## src/rtl/frame_capture_write_ctrl.sv

```systemverilog
// Raster capture: packs 4 pixels per word and writes one frame into FRAMEMEM.
// Optional FRAME_CAP_CHECKSUM_EN adds a per-frame pixel checksum and an hsync-inside-de check.
module frame_capture_write_ctrl #(
    parameter int unsigned HRES       = 320,
    parameter int unsigned VRES       = 240,
    parameter int unsigned DATA_WIDTH = 24,
    parameter int unsigned MEM_WIDTH  = DATA_WIDTH * 4,
    parameter int unsigned ADDR_DEPTH = HRES * VRES / 4,
    parameter int unsigned ADDR_WIDTH = $clog2(ADDR_DEPTH)
) (
    input  logic                  i_clk,
    input  logic                  rst_n,
    input  logic                  i_capture_en,
    input  logic                  i_vsync,
    input  logic                  i_hsync,
    input  logic                  i_de,
    input  logic [DATA_WIDTH-1:0] i_data,
    output logic                  o_fmem_csn,
    output logic                  o_fmem_wen,
    output logic [ADDR_WIDTH-1:0] o_fmem_addr,
    output logic [MEM_WIDTH-1:0]  o_fmem_din,
    output logic                  o_busy,
    output logic                  o_frame_done,
    output logic                  o_err,
    output logic [31:0]           o_frame_sum
);

    localparam int unsigned PIX_W  = $clog2(HRES + 2);
    localparam int unsigned LINE_W = $clog2(VRES + 1);
    localparam int unsigned WC_W   = ADDR_WIDTH + 1;

    typedef enum logic [1:0] {IDLE, WAIT_VS, CAPTURE} state_t;

    state_t                state;
    logic                  vsync_d;
    logic                  de_d;
    logic [MEM_WIDTH-1:0]  pack;
    logic [1:0]            pack_idx;
    logic [PIX_W-1:0]      pix_cnt;
    logic [LINE_W-1:0]     line_cnt;
    logic [WC_W-1:0]       word_cnt;

    logic                  vs_rise;
    logic                  de_fall;
    logic                  line_last;
    logic                  frame_end;
    logic                  restart_err;
    logic                  frame_start;
    logic                  wr_req;
    logic [MEM_WIDTH-1:0]  wr_word;

`ifdef FRAME_CAP_CHECKSUM_EN
    logic                  hsync_d;
    logic [31:0]           sum_acc;
`else
    logic                  unused_hsync;
    assign unused_hsync = i_hsync;
    assign o_frame_sum  = 32'd0;
`endif

    // Event decode; a vsync coinciding with the last line's de_fall completes the frame instead of aborting it
    always_comb begin
        vs_rise     = i_vsync & ~vsync_d;
        de_fall     = ~i_de & de_d;
        line_last   = (line_cnt == LINE_W'(VRES - 1));
        frame_end   = (state == CAPTURE) && de_fall && line_last;
        restart_err = (state == CAPTURE) && vs_rise && !(de_fall && line_last);
        frame_start = ((state == WAIT_VS) && i_capture_en && vs_rise) || restart_err ||
                      (frame_end && vs_rise && i_capture_en);
        wr_req      = 1'b0;
        wr_word     = pack;
        if ((state == CAPTURE) && !restart_err) begin
            if (i_de && (pack_idx == 2'd3)) begin
                wr_req  = 1'b1;
                wr_word = {i_data, pack[3*DATA_WIDTH-1:0]};
            end else if (de_fall && (pack_idx != 2'd0)) begin
                wr_req  = 1'b1;
            end
        end
    end

    always_ff @(posedge i_clk or negedge rst_n) begin
        if (!rst_n) begin
            state        <= IDLE;
            vsync_d      <= 1'b0;
            de_d         <= 1'b0;
            pack         <= '0;
            pack_idx     <= 2'd0;
            pix_cnt      <= '0;
            line_cnt     <= '0;
            word_cnt     <= '0;
            o_fmem_csn   <= 1'b1;
            o_fmem_wen   <= 1'b1;
            o_fmem_addr  <= '0;
            o_fmem_din   <= '0;
            o_busy       <= 1'b0;
            o_frame_done <= 1'b0;
            o_err        <= 1'b0;
`ifdef FRAME_CAP_CHECKSUM_EN
            hsync_d      <= 1'b0;
            sum_acc      <= 32'd0;
            o_frame_sum  <= 32'd0;
`endif
        end else begin
            vsync_d      <= i_vsync;
            de_d         <= i_de;
            o_fmem_csn   <= 1'b1;
            o_fmem_wen   <= 1'b1;
            o_frame_done <= 1'b0;
`ifdef FRAME_CAP_CHECKSUM_EN
            hsync_d      <= i_hsync;
`endif
            // Memory write; the word counter saturates at depth and further writes are dropped
            if (wr_req) begin
                if (word_cnt == WC_W'(ADDR_DEPTH)) begin
                    o_err <= 1'b1;
                end else begin
                    o_fmem_csn  <= 1'b0;
                    o_fmem_wen  <= 1'b0;
                    o_fmem_addr <= word_cnt[ADDR_WIDTH-1:0];
                    o_fmem_din  <= wr_word;
                    word_cnt    <= word_cnt + WC_W'(1);
                end
            end

            case (state)
                IDLE: begin
                    if (i_capture_en) state <= WAIT_VS;
                end
                WAIT_VS: begin
                    if (!i_capture_en) state <= IDLE;
                end
                CAPTURE: begin
                    if (!restart_err) begin
                        if (i_de) begin
                            if (pack_idx == 2'd3) pack <= '0;
                            else pack[pack_idx*DATA_WIDTH +: DATA_WIDTH] <= i_data;
                            pack_idx <= pack_idx + 2'd1;
                            if (pix_cnt != PIX_W'(HRES + 1)) pix_cnt <= pix_cnt + PIX_W'(1);
`ifdef FRAME_CAP_CHECKSUM_EN
                            sum_acc <= sum_acc + 32'(i_data);
                            if (i_hsync && !hsync_d) o_err <= 1'b1;
`endif
                        end
                        if (de_fall) begin
                            line_cnt <= line_cnt + LINE_W'(1);
                            if ((pix_cnt != PIX_W'(HRES)) || (pack_idx != 2'd0)) o_err <= 1'b1;
                            pix_cnt  <= '0;
                            pack_idx <= 2'd0;
                            pack     <= '0;
                        end
                        if (frame_end) begin
                            o_frame_done <= 1'b1;
`ifdef FRAME_CAP_CHECKSUM_EN
                            o_frame_sum  <= sum_acc;
`endif
                            state  <= i_capture_en ? WAIT_VS : IDLE;
                            o_busy <= 1'b0;
                        end
                    end
                end
                default: state <= IDLE;
            endcase

            // Frame (re)start overrides the per-cycle updates above
            if (frame_start) begin
                state    <= CAPTURE;
                o_busy   <= 1'b1;
                o_err    <= restart_err;
                word_cnt <= '0;
                pix_cnt  <= '0;
                line_cnt <= '0;
                pack_idx <= 2'd0;
                pack     <= '0;
`ifdef FRAME_CAP_CHECKSUM_EN
                sum_acc  <= 32'd0;
`endif
            end
        end
    end

endmodule

```

## config.mk

```make
export PLATFORM = sky130hd
export DESIGN_NAME = frame_capture_write_ctrl
export DESIGN_NICKNAME = d
export VERILOG_FILES = /design/src/rtl/frame_capture_write_ctrl.sv
export SDC_FILE = /design/constraint.sdc
export NUM_CORES = 1
export LEC_CHECK = 0
export CAP_MARGIN = 20
export CORE_MARGIN = 2
export CORE_UTILIZATION = 25
export DETAILED_ROUTE_END_ITERATION = 16
export HOLD_SLACK_MARGIN = 0.1
export PLACE_DENSITY = 0.46
export SKIP_CTS_REPAIR_TIMING = 1
export SLEW_MARGIN = 30
export SYNTH_ARGS = -nofsm -noshare
export SYNTH_HDL_FRONTEND = slang
export SYNTH_SLANG_ARGS = --single-unit
```

## constraint.sdc

```tcl
create_clock -name i_clk -period 5.95 [get_ports i_clk]
set_input_delay 1.19 -clock i_clk [delete_from_list [all_inputs] [get_ports i_clk]]
set_output_delay 1.19 -clock i_clk [all_outputs]
set_load 0.01 [all_outputs]
```

Word level (Yosys, flattened, before mapping)
Cells that the tools add are included.
{"block": "totals", "register_bits": 250, "input_bits": 30, "out_inout_bits": 148, "wordCells": 125}
{"block": "classes", "n_addsub": 5, "mul": 1, "eq_ne": 13, "n_shift": 2, "mux": 53, "bitwise": 5, "n_reduce_logical": 32}
{"op": "$mux W96", "count": 8}
{"op": "$bwmux W96", "count": 1}
{"op": "$shift A24 B34 Y96 const A", "count": 1}
{"op": "$shiftx A24 B34 Y96", "count": 1}
{"op": "$mux W9", "count": 6}
{"op": "$mux W16", "count": 3}
{"op": "$neg A7 Y34", "count": 1}
{"op": "$mux W8", "count": 4}
{"op": "$mux W1", "count": 20}
{"op": "$mux W2", "count": 10}
{"op": "$ne A9 B9 Y1 const B", "count": 2}
{"op": "$add A16 B1 Y16 const B", "count": 1}
{"op": "$eq A16 B15 Y1 const B", "count": 1}
{"op": "$logic_and A1 B1 Y1", "count": 12}
{"op": "$ne A3 B3 Y1 const B", "count": 4}
{"op": "$reduce_bool A2 Y1", "count": 5}
{"op": "$add A9 B1 Y9 const B", "count": 1}
{"op": "$reduce_and A3 Y1", "count": 3}
{"op": "$add A8 B1 Y8 const B", "count": 1}
{"op": "$eq A8 B8 Y1 const B", "count": 1}
{"op": "$reduce_and A4 Y1", "count": 2}
{"op": "$pmux W2 S3", "count": 1}
{"op": "$reduce_bool A3 Y1", "count": 2}
{"op": "$eq A2 B2 Y1 const B", "count": 2}
{"op": "other kinds (11)", "count": 18}

Longest topological paths before layout
Gate-level depths: netlist of run 1.
{"block": "logic_depth", "ltp_word": 14, "mapped_depth": 10, "ltp_nobuf": 6}

Least setup slack after synthesis of run 1
Ideal clock, no wire load.
{"block": "synth_path", "kind": "register to register", "startpoint": "reg pack_idx[0]", "endpoint": "reg pack[13]", "setup_ns": 0.077, "arrival_time_ns": 2.777, "required_ns": 5.873, "setup_slack_ns": 3.095, "path_stages_with_launch": 11, "path_buffers": 4, "period_less_slack_ns": 2.855, "cell_sequence": "dfrtp_1 > clkbuf_1 > clkinv_1 > clkbuf_1 > ha_1 > clkbuf_1 > nand3b_1 > nor4_2 > clkbuf_1 > nand4_1 > a21oi_1"}
{"block": "synth_between", "elab_chain_len": 10, "word_cells_on_any_way": 12, "classes_between": "add/sub: 1; mul: 1; eq/ne: 1; shift: 2; mux: 7"}
{"item": "start: declaration", "line_no": "38", "text": "logic [1:0] pack_idx;"}
{"item": "start signal: assignment", "line_no": "138", "text": "pack_idx <= pack_idx + 2'd1;"}
{"item": "$mul A2 B2 Y4", "line_no": "137", "text": "else pack[pack_idx*DATA_WIDTH +: DATA_WIDTH] <= i_data;"}
{"item": "$neg A7 Y34", "line_no": "137"}
{"item": "$shiftx A24 B34 Y96 or $shift A24 B34 Y96 (tied branches)", "line_no": "137"}
{"item": "$bwmux W96", "line_no": "137"}
{"item": "$mux W96 *", "line_no": "136", "text": "if (pack_idx == 2'd3) pack <= '0;"}
{"item": "$mux W96 *", "line_no": "135", "text": "if (i_de) begin"}
{"item": "$mux W96 *", "line_no": "145", "text": "if (de_fall) begin"}
{"item": "$mux W96 *", "line_no": "134", "text": "if (!restart_err) begin"}
{"item": "$mux W96 *", "line_no": "126", "text": "case (state)"}
{"item": "$mux W96 *", "line_no": "166", "text": "if (frame_start) begin"}
{"item": "end signal: indexed assignment", "line_no": "137"}
{"item": "end: declaration", "line_no": "37", "text": "logic [MEM_WIDTH-1:0] pack;"}
Every way passes the cells marked *; elsewhere a longest branch is shown, timed or not. The select of a mux whose other input is x is not followed.
A chain may end at the register's enable or synchronous reset.

Final worst setup path of run 1
{"block": "layout_path", "startpoint": "reg pack_idx[0]", "endpoint": "reg pack[59]"}
The elaborated chain is that of the path after synthesis.

==> results of run 1 <==
[metrics by stage]
stage / hold slack (ps) / worst slack (ps)
floorplan: 449 / 3100
global placement: 465 / 1410
detailed placement: 467 / 1410
CTS: 484 / 1990
global route: 496 / 1690
finish: 478 / 1960
[final timing paths]
kind,cells after the start,from,slack [ps],end
setup / recovery,7,pack_idx[0],1960,pack[59]
hold / removal,1,pack[63],480,o_fmem_din[63]
max in group asynchronous,2,rst_n,4130,pack[94]
min in group asynchronous,1,rst_n,680,o_fmem_addr[3]
setup reg to reg,7,pack_idx[0],1960,pack[59]
hold reg to reg,1,pack[63],480,o_fmem_din[63]
[power breakdown]
group          internal, W  switching, W
registers          0.00177     0.0000589
clock network      0.00110      0.000772
logic             0.000266      0.000521
total              0.00313       0.00135
[critical path, cell delays in order (launching register included)]
cell	delay (ps)
dfrtp_1	350
clkinv_1	590
ha_1	570
buf_4	450
nor2b_1	680
nand4_1	240
nor2_2	760
a32o_1	230
[layout make-up]
class	instances	area [sq um]
Inverter	13	48.8
Clock inverter	15	155
Sequential cell	250	6260
Tap cell	622	778
Clock buffer	43	861
Timing Repair Buffer	163	1640
Multi-Input combinational cell	674	5450
Fill cell	4958	33500
Antenna cell	1	2.50
[logic make-up (layout without fill, tap and decap cells)]
group	Yosys count	after routing	synth area share
other	1	33	0.000307
multiplexers	144	144	0.157
adder cells (fa/ha/maj)	12	12	0.0123
XOR/XNOR	7	7	0.00501
AO/OA/AOI/OAI	222	222	0.135
flip-flops	250	250	0.512
AND/OR/NAND/NOR	257	257	0.123
buffers and inverters	122	234	0.0567
[cell usage in the layout (no fill, tap or decap), types with 14 or more instances in the layout]
cell	instances
or4_1	15
clkbuf_16	31
o21ai_0	22
dfrtp_1	249
a32o_1	35
nor2_1	27
nand3b_1	14
conb_1	32
nand2_1	60
buf_4	14
nand3_1	16
clkdlybuf4s50_1	143
mux2_2	64
mux2_4	79
a21oi_1	61
o31ai_1	17
and2_1	32
nand4_1	24
[sequential cells by signal, indices dropped and copies added (netlist names), 2 cells and up]
register and cells:
o_fmem_din 96, pack 96, word_cnt 16, o_fmem_addr 15, pix_cnt 9, line_cnt 8
pack_idx 2, state 2
[layer usage]
layer / share of wire / wire length, um
met1: 0.48 / 17100
met5: 0.00037 / 13
met3: 0.057 / 2010
met2: 0.44 / 15500
met4: 0.020 / 717
==> impl_metrics.toml, run 1 <==
[outcome]
status = "completed"

[yosys]
netlist_area_sq_um = 12200
yosysWarnings = 0
synth_area_per_cell_sq_um = 12.1
yosys-top-cells-count = "249 x dfrtp_1, 79 x mux2_4, 64 x mux2_2, 61 x a21oi_1, 60 x nand2_1"
netlist.area_leader.share = 0.509
synth-edff-count = 0
synth_cell_type_count = 70
ys_ff_latch = 250
yosysSeqAreaShare = 0.512
synth_area_leader_cell = "dfrtp_1"
synth.most_common_cell = "dfrtp_1"
syn_inst = 1015
async_reset_ff_frac = 1.00
synth_area_leaders = "dfrtp_1 51%, mux2_4 9.7%, mux2_2 5.9%, a32o_1 2.9%, a21oi_1 2.5%"
yosys_most_used_dff = "dfrtp_1"

[cts]
htreeDepth = 1
path_clk_slew_ps = 60
clock_path_buffers = 3
cts_tree = "yes"
numClockSinks = 250
clock_latency_ps = 600
cts_buffers = 31
root_buffer = "clkbuf_16"

[placed_design]
hpwlAfterDp_mm = 23.6
port_buffers = 144
place_area_sq_um = 14200
numPlacedInstances = 1722
place.gp.congestion = 0.770

[timing]
hold_viol_final = 0
max_slew_margin = 0.347
fin_crit_sh = 0.671
tns_ps = 0
worst_pin_slew_ps = 979
finClkSkew_ps = 40.4
period_needed_ps = 3990
rsz0062_at_grt = "false"
finalSetupViolCount = 0
drv_slew = 0
max_clock_freq_mhz = 251

[cells_and_area]
drive_gt1_frac = 0.201
nets = 1175
syn_to_final_growth_pct = 24.2
post-route-util = 0.312
finalNonFillerCells = 1781
stdcell_area_sq_um = 15200

[drt]
remaining_drc_errors = 0
firstDrtPassIters = 5
route.vias.total = 8597
routedWlPerCell_um = 19.8
vias_per_cell = 4.83
ant_nets = 0
drt_wl_total_mm = 35.3
drtIter0Drc = 636

[setup_path]
path_class = "reg -> reg"
crit_path_end_kind = "flop"
cp.arrival_ps = 4480
crit_required_ps = 6440
crit_fanout = 58
worstSetupStartpointType = "flop"

[global_routing]
antenna_found_initial = 2
grt.met1_usage = 0.202
grt_first_pass_wirelength_mm = 53.8
grt.total_usage = 0.138
globalRoute.busiestLayer = "met2"
grtUsageMet2 = 0.205
grt.met3_usage = 0.0259
overflow = 0
grt_pass1_vias = 8479
grt_max_degree = 108

[floorplan]
dieArea_sq_um = 50700
die_w_um = 225
rows = 81
core-area_sq_um = 48600
fp.dieH_um = 225
ioPinCount = 178
initial_core_util = 0.251

[pwr]
powerDensity_nw_per_um2 = 295
p_total_w = 0.00449
p_leak_nw = 6.77
ir_worst_vdd_mv = 0.229

[min_path]
hp-class = "reg -> reg"

[run]
cap_violations = 0
(Power assumes the default switching activity.)
==> inputs of run 2 (changes only) <==
==> constraint.sdc (replaced) <==
create_clock -name i_clk -period 4.1 [get_ports i_clk]
set_input_delay 0.82 -clock i_clk [delete_from_list [all_inputs] [get_ports i_clk]]
set_output_delay 0.82 -clock i_clk [all_outputs]
set_load 0.01 [all_outputs]
==> run 2 against run 1 <==
  * Hold slack worse by 230 ps
  * Non-clock buffer count up 6
  * Final cell count up 0.11%
  * Clock skew down 18 ps
  * First-iteration DRC count down 0.31%
  * Register-to-register slack worse by 760 ps
  * Clock power up 48%
  * Worst setup slack worse by 850 ps
  * Sequential share of layout area down 0.12 points
  * Die area unchanged
  * Count of clock-buffer cells in the layout down 4
  * Critical path type is now in -> reg
  * Largest cell class unchanged
  * Largest power group unchanged
==> impl_metrics.toml, run 2 (synthesized netlist as in run 1, its figures left out) <==
[pwr]
p_int_w = 0.00461
power_frac_comb = 0.175
ir_worst_vdd_mv = 0.213
p_leak_nw = 6.81
switching_power_w = 0.00197
powerDensity_nw_per_um2 = 432
pwr-share-seq = 0.403
clkPwrFrac = 0.422
swShare = 0.299

[cells_and_area]
fillCellCount = 4975
n_antenna_cell = 0
final-seq-area_sq_um = 6260
reg_top3 = "o_fmem_din: 96 flops, pack: 96 flops, word_cnt: 16 flops"
multiInputGateArea_sq_um = 5430
drive_gt1_frac = 0.206
stdcell_area_sq_um = 15200
final_common_cell = "dfrtp_1"
finalNonFillerCells = 1783
syn_to_final_growth_pct = 24.5
final_cell_mix = "249 x dfrtp_1, 143 x clkdlybuf4s50_1, 79 x mux2_4"
nets = 1181

[floorplan]
rows = 81
initial_core_util = 0.251
die_w_um = 225
fp.dieH_um = 225
ioPinCount = 178
core-area_sq_um = 48600
dieArea_sq_um = 50700

[setup_path]
ff2ff_setup_slack_ps = 1200
crit_path_end_kind = "flop"
cp.arrival_ps = 3450
rr_worst_depth = 6
rr_startpoint = "pack_idx[1]"
worstSetupStartpointType = "input port"
crit_fanout = 95
crit_required_ps = 4560
r2r_end = "o_fmem_din[22]"
path_class = "in -> reg"

[timing]
rsz0062_at_grt = "false"
max_slew_margin = 0.320
period_needed_ps = 2990
hold_viol_final = 0
tns_ps = 0
drv_slew = 0
fin_crit_sh = 0.729
finClkSkew_ps = 22.2
worst_pin_slew_ps = 1010
max_clock_freq_mhz = 334
finalSetupViolCount = 0

[global_routing]
grt_first_pass_wirelength_mm = 54.3
grt_max_degree = 96
grt.total_usage = 0.139
grt_pass1_vias = 8573
antenna_found_initial = 1
overflow = 0

[cts]
clock_path_buffers = 3
clock_latency_ps = 590
path_clk_slew_ps = 60
htreeDepth = 1
root_buffer = "clkbuf_16"
cts_tree = "yes"
cts_buffers = 31
numClockSinks = 250

[placed_design]
numPlacedInstances = 1728
hpwlAfterDp_mm = 23.5
port_buffers = 144
place.gp.congestion = 0.768
place_area_sq_um = 14200

[outcome]
status = "completed"

[drt]
routedWlPerCell_um = 19.8
drtIter0Drc = 634
drt_wl_total_mm = 35.3
ant_nets = 0
route.vias.total = 8611
vias_per_cell = 4.83
remaining_drc_errors = 0
firstDrtPassIters = 5

[run]
cap_violations = 0

[min_path]
hp-class = "in -> async"
## run 2: cell types whose count changed in the layout (fill, tap and decap cells not counted), sizes merged
cell,delta
clkinv,+1
clkinvlp,-1
diode,-1
bufinv,+1
buf,+6
clkbuf,-4
## run 2: through the flow
step | worst slack (ps) | utilization | total power [W] | hold slack (ps)
6_report | 1110 | 0.313 | 0.00657 | 250
3_5_place_dp | 581 | 0.292 | 0.00383 | 467
4_1_cts | 1220 | 0.313 | 0.00668 | 268
2_1_floorplan | 1250 | - | 0.00343 | 449
3_3_place_gp | 569 | 0.292 | 0.00382 | 465
5_1_grt | 971 | 0.313 | 0.00690 | 296
## run 2: worst max path at each step
stage / startpoint / end / slack (ps) / cells after the start
6_report: i_de / o_fmem_din[8] / 1110 / 6
5_1_grt: i_de / pix_cnt[8] / 970 / 5
4_1_cts: i_de / o_fmem_din[92] / 1220 / 6
3_5_place_dp: i_de / o_fmem_din[91] / 580 / 6
3_3_place_gp: i_de / o_fmem_din[91] / 570 / 6
2_1_floorplan: pack_idx[0] / pack[13] / 1250 / 10
## run 2: layout make-up
class,instances,share of cell area
clock buffer,39,0.0555
sequential,250,0.411
timing repair buffer,169,0.111
inverter,13,0.00320
tap,622,0.0511
multi-input combinational,674,0.357
clock inverter,16,0.0122
## run 2: worst max-delay path, cell delays in order
cell and delay [ps]:
clkdlybuf4s50_1 640, and2_1 440, o21a_1 330, nand3_4 130
buf_12 410, mux2_2 410
## run 2: layer usage
metal | track usage | wire length, um
met1 | 0.203 | 16800
met2 | 0.206 | 15500
met3 | 0.0287 | 2200
met4 | 0.0367 | 707
met5 | 0 | 16
## run 2: power groups by stage
stage	logic, W	clock network, W	registers, W
6_report	0.00115	0.00277	0.00265
5_1_grt	0.00127	0.00298	0.00266
4_1_cts	0.00115	0.00289	0.00265
3_5_place_dp	0.00114	0	0.00269
3_3_place_gp	0.00113	0	0.00269
2_1_floorplan	0.000768	0	0.00266
==> inputs of run 3 (changes only) <==
==> constraint.sdc (replaced) <==
create_clock -name i_clk -period 2.95 [get_ports i_clk]
set_input_delay 0.59 -clock i_clk [delete_from_list [all_inputs] [get_ports i_clk]]
set_output_delay 0.59 -clock i_clk [all_outputs]
set_load 0.01 [all_outputs]
==> run 3 against run 2 <==
  * Combinational power rose by 48%
  * Die area unchanged
  * Global-route usage up 0.44 points
  * First-iteration DRC count fell by 2.4%
  * Final area up 2.5%
  * Clock skew down 2.9 ps
  * Critical path depth rose by 1
  * Register-to-register slack got worse by 820 ps
  * Sequential share of layout area fell by 1.0 points
  * Sequential power is 39% higher
  * Non-clock buffer count grew 35
  * Critical path type is now reg -> reg
  * Largest power group unchanged
==> impl_metrics.toml, run 3 (synthesized netlist as in run 1, its figures left out) <==
[outcome]
status = "completed"

[global_routing]
grt_first_pass_wirelength_mm = 55.8
grt_pass1_vias = 8891
grt_max_degree = 76
overflow = 0
grt.total_usage = 0.143
antenna_found_initial = 0

[setup_path]
cp_slowest_stage_delay_ps = 510
cp.arrival_ps = 3090
crit_fanout = 14
crit_required_ps = 3470
cp_slowest_cell = "nor2_1"
worstSetupStartpointType = "flop"
crit_buf_inv = 2
path_common_cell = "nor2_1"
crit_path_end_kind = "flop"
path_class = "reg -> reg"
worstPathCellList = "clkinv_1 -> ha_1 -> buf_4 -> nor2_1 -> a22oi_1 -> nor2_1 -> a32o_1"
crit_family = "simple AND/OR/NAND/NOR gates"

[cts]
cts_buffers = 31
root_buffer = "clkbuf_16"
htreeDepth = 1
path_clk_slew_ps = 60
clock_latency_ps = 590
cts_tree = "yes"
clock_path_buffers = 3
numClockSinks = 250

[pwr]
p_total_w = 0.00912
p_leak_nw = 7.01
p_int_w = 0.00637
powerDensity_nw_per_um2 = 584
pwr-share-seq = 0.405
ir_worst_vdd_mv = 0.325
power_frac_comb = 0.186
clkPwrFrac = 0.409
switching_power_w = 0.00275
swShare = 0.301

[timing]
tns_ps = 0
max_slew_margin = 0.505
worst_pin_slew_ps = 739
period_needed_ps = 2570
fin_crit_sh = 0.870
rsz0062_at_grt = "false"
hold_viol_final = 0
max_clock_freq_mhz = 390
finalSetupViolCount = 0
finClkSkew_ps = 19.3
fin_ws_ps = 384
holdWs_ps = 477
drv_slew = 0

[placed_design]
place_ws_ps = 56.6
place.gp.congestion = 0.784
port_buffers = 144
hpwlAfterDp_mm = 24.9

[floorplan]
ioPinCount = 178
die_w_um = 225
rows = 81
fp.dieH_um = 225
dieArea_sq_um = 50700
core-area_sq_um = 48600
initial_core_util = 0.251

[cells_and_area]
final_cell_mix = "249 x dfrtp_1, 143 x clkdlybuf4s50_1, 79 x mux2_4"
syn_to_final_growth_pct = 27.6
post-route-util = 0.321
final_common_cell = "dfrtp_1"
drive_gt1_frac = 0.223
n_antenna_cell = 0
nets = 1216
reg_top3 = "o_fmem_din: 96 flops, pack: 96 flops, word_cnt: 16 flops"
fillCellCount = 4943

[drt]
vias_per_cell = 4.83
remaining_drc_errors = 0
drtIter0Drc = 619
firstDrtPassIters = 5
routedWlPerCell_um = 20.0
drt_wl_total_mm = 36.5
ant_nets = 0
route.vias.total = 8778

[min_path]
hp-class = "reg -> reg"

[run]
cap_violations = 0
[run 3: worst paths after layout]
check | startpoint | end | slack, ps | cells after the start
setup / recovery | pack_idx[0] | pack[64] | 380 | 7
hold / removal | pack[80] | pack[80] | 480 | 1
setup reg to reg | pack_idx[0] | pack[64] | 380 | 7
hold reg to reg | pack[80] | pack[80] | 480 | 1
max in group asynchronous | rst_n | o_fmem_wen | 1480 | 3
min in group asynchronous | rst_n | o_fmem_din[1] | 600 | 2
[run 3: metrics by stage]
step	instance area (sq um)	cells
global placement	14600	1762
detailed placement	14600	1762
finish	15600	1819
CTS	15600	1818
global route	15600	1819
floorplan	12300	1046
[run 3: cell type report]
cell class | instances | area, sq um | share of cell area
Clock inverter | 11 | 134 | 0.00857
Sequential cell | 250 | 6260 | 0.401
Multi-Input combinational cell | 674 | 5440 | 0.348
Clock buffer | 45 | 858 | 0.0550
Inverter | 13 | 48.8 | 0.00313
Tap cell | 622 | 778 | 0.0498
Timing Repair Buffer | 204 | 2100 | 0.134
[run 3: worst register-to-register path: cells and delay by family, from the launching register on]
family	cells	cell delay, ps
and+or+nand+nor	2	830
AOI/OAI and AO/OA	2	380
DFF	1	480
adders and majority gates	1	400
buffers and inverters	2	410
[run 3: layer usage]
layer	vias up	global-route usage	routed length, um
li1	4038	-	-
met1	4478	0.209	17700
met2	221	0.210	15800
met3	41	0.0314	2140
met4	0	0.0406	790
met5	-	0	0
[run 3: power by group through the flow]
stage / registers [W] / logic [W] / clock network (W)
floorplan: 0.00370 / 0.00107 / 0
global placement: 0.00376 / 0.00167 / 0
detailed placement: 0.00376 / 0.00168 / 0
CTS: 0.00370 / 0.00169 / 0.00388
global route: 0.00371 / 0.00187 / 0.00400
finish: 0.00369 / 0.00170 / 0.00373
==> patch 1 (config.mk and constraints of run 2) <==
Put one more register stage on the output `o_fmem_addr`, cleared by the reset. The value now appears one clock later. The other outputs are not delayed to match.
--- a/src/rtl/frame_capture_write_ctrl.sv
+++ b/src/rtl/frame_capture_write_ctrl.sv
@@ -32,2 +32,4 @@
     typedef enum logic [1:0] {IDLE, WAIT_VS, CAPTURE} state_t;
+
+    logic [ADDR_WIDTH-1:0] o_fmem_addr_s0;
 
@@ -93,3 +95,3 @@
             o_fmem_wen   <= 1'b1;
-            o_fmem_addr  <= '0;
+            o_fmem_addr_s0 <= '0;
             o_fmem_din   <= '0;
@@ -119,3 +121,3 @@
                     o_fmem_wen  <= 1'b0;
-                    o_fmem_addr <= word_cnt[ADDR_WIDTH-1:0];
+                    o_fmem_addr_s0 <= word_cnt[ADDR_WIDTH-1:0];
                     o_fmem_din  <= wr_word;
@@ -181,2 +183,10 @@
 
+    always_ff @(posedge i_clk or negedge rst_n) begin
+        if (!rst_n) begin
+            o_fmem_addr <= '0;
+        end else begin
+            o_fmem_addr <= o_fmem_addr_s0;
+        end
+    end
+
 endmodule
Behaviour: not the same (a bounded check fails within 10 cycles, from zero or initial values and one cycle with rst_n low).
==> patch 1 against run 2 <==
  * Area after synthesis fell by 5.1%
  * Wire length fell by 9.1%
  * Power rose by 6.0%
  * Via count fell by 7.2%
  * Cell count fell by 2.2%
  * Synthesized cell count fell by 3.0%
  * Final area fell by 4.2%
  * Combinational power rose by 26%
  * Sequential cell count rose by 15
  * Hold slack got worse by 0.068 ns
  * Count of clock-buffer cells in the layout rose by 6
  * Sequential power rose by 8.3%
  * Worst setup slack got worse by 0.49 ns
==> patch 1: results <==
clock_network:
  cts_buffer_depth: 3
  numCtsBuffers: 31
  ctsHtreeMaxLevel: 1
  path_clk_slew_ns: 0.06
  insertion_delay_ns: 0.57
synthesis:
  ys_seq_area_share_pct: 57.1
  synth_cell_types: 60
  synth_top_cells_by_count: "264 x dfrtp_1, 85 x nand2_1, 83 x mux2_2, 62 x a22o_1, 59 x o21ai_0"
  synthesis.instances: 985
  async_reset_ff_share_pct: 100
  ys_top_cells_by_area: "dfrtp_1 57%, mux2_2 8.0%, a22o_1 4.7%"
routing:
  met1_length_um: 15600
  wl_met3_um: 1980
  route.met2.wl_um: 14000
  dr.first_iter.drc_count: 474
  maxUsedRoutingLayer: "met5"
  wire_per_inst_um: 18.4
  viasPerCell: 4.58
  drt_first_pass_iters: 5
critical_path:
  critPathLaunchType: "flip-flop"
  cpLargestDelayFamily: "simple AND/OR/NAND/NOR gates"
  reg2reg_slack_ns: 0.61
  critPathMaxFanout: 16
  cpPeakStageDelay_ns: 0.75
  worstSetupEndpoint: "pack[11]"
  timing.rr.end: "pack[11]"
  critPathSlowestCell: "nand4_1"
  critPathArrivalTime_ns: 3.95
grt:
  antenna_found_initial: 1
  first_global_vias: 8146
  gr-usage-met1_pct: 19.7
  grt_pass1_wl_um: 49900
  grtUsageMet3_pct: 3.22
  track_usage_pct: 13.4
  met2_usage_pct: 19.9
  grt_max_degree: 115
power:
  p_leak_nw: 6.69
  ir_drop_v: 0.000278
cells_and_area:
  nNetsFinal: 1165
  drive_above_1_share_pct: 14.6
  fillCellCount: 4615
  fin_cells: 1744
  reg_top3: "o_fmem_din (96), pack (96), word_cnt (16)"
place:
  routabilityCongestion: 0.736
  port_buffers: 144
  placed_area_sq_um: 13600
  hpwl_um: 22200
  dpl_worst_slack_ns: 0.594
outcome:
  status: "finished, final reports clean"
sta:
  worst_pin_slew_ns: 0.834
  timing.clock.skew_ns: 0.0119
  timing.hold.ws_ns: 0.182
-- patch 1: kinds of logic (layout without fill, tap and decap cells) --
family / after synthesis / in the layout / synth area share [%]
DFF: 265 / 265 / 57.1
and+or+nand+nor: 254 / 254 / 11.3
AOI/OAI and AO/OA: 230 / 230 / 13.8
muxes: 111 / 111 / 10.5
buffers and inverters: 103 / 230 / 5.26
adders and majority gates: 12 / 12 / 1.29
xor gates and xnor gates: 9 / 9 / 0.679
other: 1 / 33 / 0.0323
-- patch 1: layout make-up --
type	instances	area (sq um)	share of cell area (%)
sequential	265	6630	45.4
multi-input combinational	648	4500	30.8
timing repair buffer	166	1710	11.7
clock buffer	45	898	6.15
tap	600	751	5.14
clock inverter	8	68.8	0.471
inverter	11	41.3	0.283
antenna	1	2.50	0.0171
-- patch 1: where the power goes --
part | switching (W) | internal (W)
Sequential | 0.000119 | 0.00275
Combinational | 0.000960 | 0.000489
Clock | 0.00108 | 0.00156
==> patch 2 (flow settings as in run 2) <==
Without the edit above. The option `FRAME_CAP_CHECKSUM_EN` is turned on by a define.
--- a/src/rtl/frame_capture_write_ctrl.sv
+++ b/src/rtl/frame_capture_write_ctrl.sv
@@ -2,2 +2,4 @@
 // Optional FRAME_CAP_CHECKSUM_EN adds a per-frame pixel checksum and an hsync-inside-de check.
+`define FRAME_CAP_CHECKSUM_EN
+
 module frame_capture_write_ctrl #(
Behaviour: not the same (Yosys sat finds a counterexample within 4 cycles, from zero or initial values and one cycle with rst_n low).
==> patch 2 against run 2 <==
  * Combinational power rose by 99%
  * Sequential cell count rose by 65
  * Wire length rose by 34%
  * First-iteration DRC count up 26%
  * Core utilization increased by 1.2 points
  * Final area rose by 23%
  * Worst setup slack lost 0.66 ns
  * Power rose by 42%
  * Sequential power is 38% higher
  * Cell count grew 34%
  * Area after synthesis increased by 19%
  * Highest routed layer unchanged
==> patch 2: results <==
hold_path:
  holdCritPathClass: "in -> async"
synthesis:
  muxShareOfSynthArea_pct: 9.28
  synth_nets: 1458
  synth_top_cells_by_count: "314 x dfrtp_1, 243 x nand2_1, 102 x o21ai_0, 86 x a21oi_1, 83 x mux2_2"
  ys_seq_area_share_pct: 54.0
  ys_top_cells_by_area: "dfrtp_1 54%, mux2_2 6.4%, nand2_1 6.2%"
  synthesis.instances: 1392
  synth_compound_area_share_pct: 13.5
  synth-xor-area-share_pct: 2.34
  synth_cell_types: 69
  synth_fa_ha_area_share_pct: 3.14
  yosys_warnings: 0
clock_network:
  ctsHtreeMaxLevel: 2
  cts_buffer_depth: 3
  root_buffer: "clkbuf_16"
  numCtsBuffers: 37
  insertion_delay_ns: 0.55
routing:
  drt_first_pass_iters: 5
  drt_wl_total_um: 47400
  viasPerCell: 4.72
  dr.first_iter.drc_count: 800
  wire_per_inst_um: 19.9
critical_path:
  cpLargestDelayFamily: "compound AO/OA/AOI/OAI gates"
  critPathBufInv: 3
  critPathSlowestCell: "a2111oi_0"
  reg2reg_from: "sum_acc[0]"
  critPathArrivalTime_ns: 4.08
  r2r_cells: 11
  critPathMaxFanout: 5
  cpPeakStageDelay_ns: 0.84
  timing.rr.end: "sum_acc[22]"
  reg2reg_slack_ns: 0.83
place:
  routabilityCongestion: 0.894
  dp_cells: 2320
  port_buffers: 177
  placed_area_sq_um: 17500
  dpl_worst_slack_ns: -0.0124
  hpwl_um: 34500
grt:
  first_global_vias: 11413
  track_usage_pct: 15.8
  grt_pass1_wl_um: 73300
  grt_max_degree: 127
  antenna_found_initial: 3
power:
  p_leak_nw: 8.51
  ir_drop_v: 0.000221
outcome:
  status: "finished, final reports clean"
cells_and_area:
  nNetsFinal: 1660
  drive_above_1_share_pct: 13.9
  reg_top3: "o_fmem_din (96), pack (96)"
sta:
  timing.clock.skew_ns: 0.0219
  timing.hold.ws_ns: 0.293
  worst_pin_slew_ns: 0.994
==> patch 2: through the flow <==
| stage | total power [W] | util, % |
|---|---|---|
| 6_report | 0.00934 | 32.5 |
| 5_1_grt | 0.00991 | 32.5 |
| 4_1_cts | 0.00948 | 32.5 |
| 3_5_place_dp | 0.00600 | 30.3 |
| 3_3_place_gp | 0.00598 | 30.3 |
| 2_1_floorplan | 0.00511 | - |
==> patch 2: kinds of logic (layout without fill, tap and decap cells) <==
family          Yosys count  after routing
simple gates            477            477
compound gates          313            313
fa+ha+maj                36             36
xor+xnor                 39             39
flops                   315            315
mux                     125            125
other cells               0              1
buf+inv                  87            314
==> patch 2: metal layers <==
metal | vias to the layer above | global-route usage [%] | share of wire, %
li1 | 5286 | - | -
met1 | 5645 | 22.0 | 48
met2 | 253 | 24.5 | 45
met3 | 63 | 3.83 | 5.2
met4 | 6 | 3.94 | 2.0
met5 | - | 0 | 0.072
==> patch 2: cell type report <==
cell class	count	area [sq um]
Fill cell	5943	38900
Sequential cell	315	7880
Multi-Input combinational cell	990	6340
Timing Repair Buffer	237	2280
Clock buffer	48	1090
Tap cell	765	957
Clock inverter	16	174
Inverter	13	48.8
Antenna cell	1	2.50
==> patch 2: report_power, final <==
part	internal [W]	switching [W]
logic	0.000892	0.00139
clock network	0.00206	0.00134
registers	0.00337	0.000279
==> patch 2: worst max path at each step <==
stage,startpoint,cells past startpoint,to,slack [ns]
3_3_place_gp,i_data[4],11,sum_acc[22],0.03
3_5_place_dp,i_data[4],11,sum_acc[22],-0.01
5_1_grt,i_data[0],12,sum_acc[22],0.37
6_report,i_data[4],11,sum_acc[22],0.44
4_1_cts,i_data[4],11,sum_acc[22],0.55
2_1_floorplan,i_data[0],9,sum_acc[18],1.10
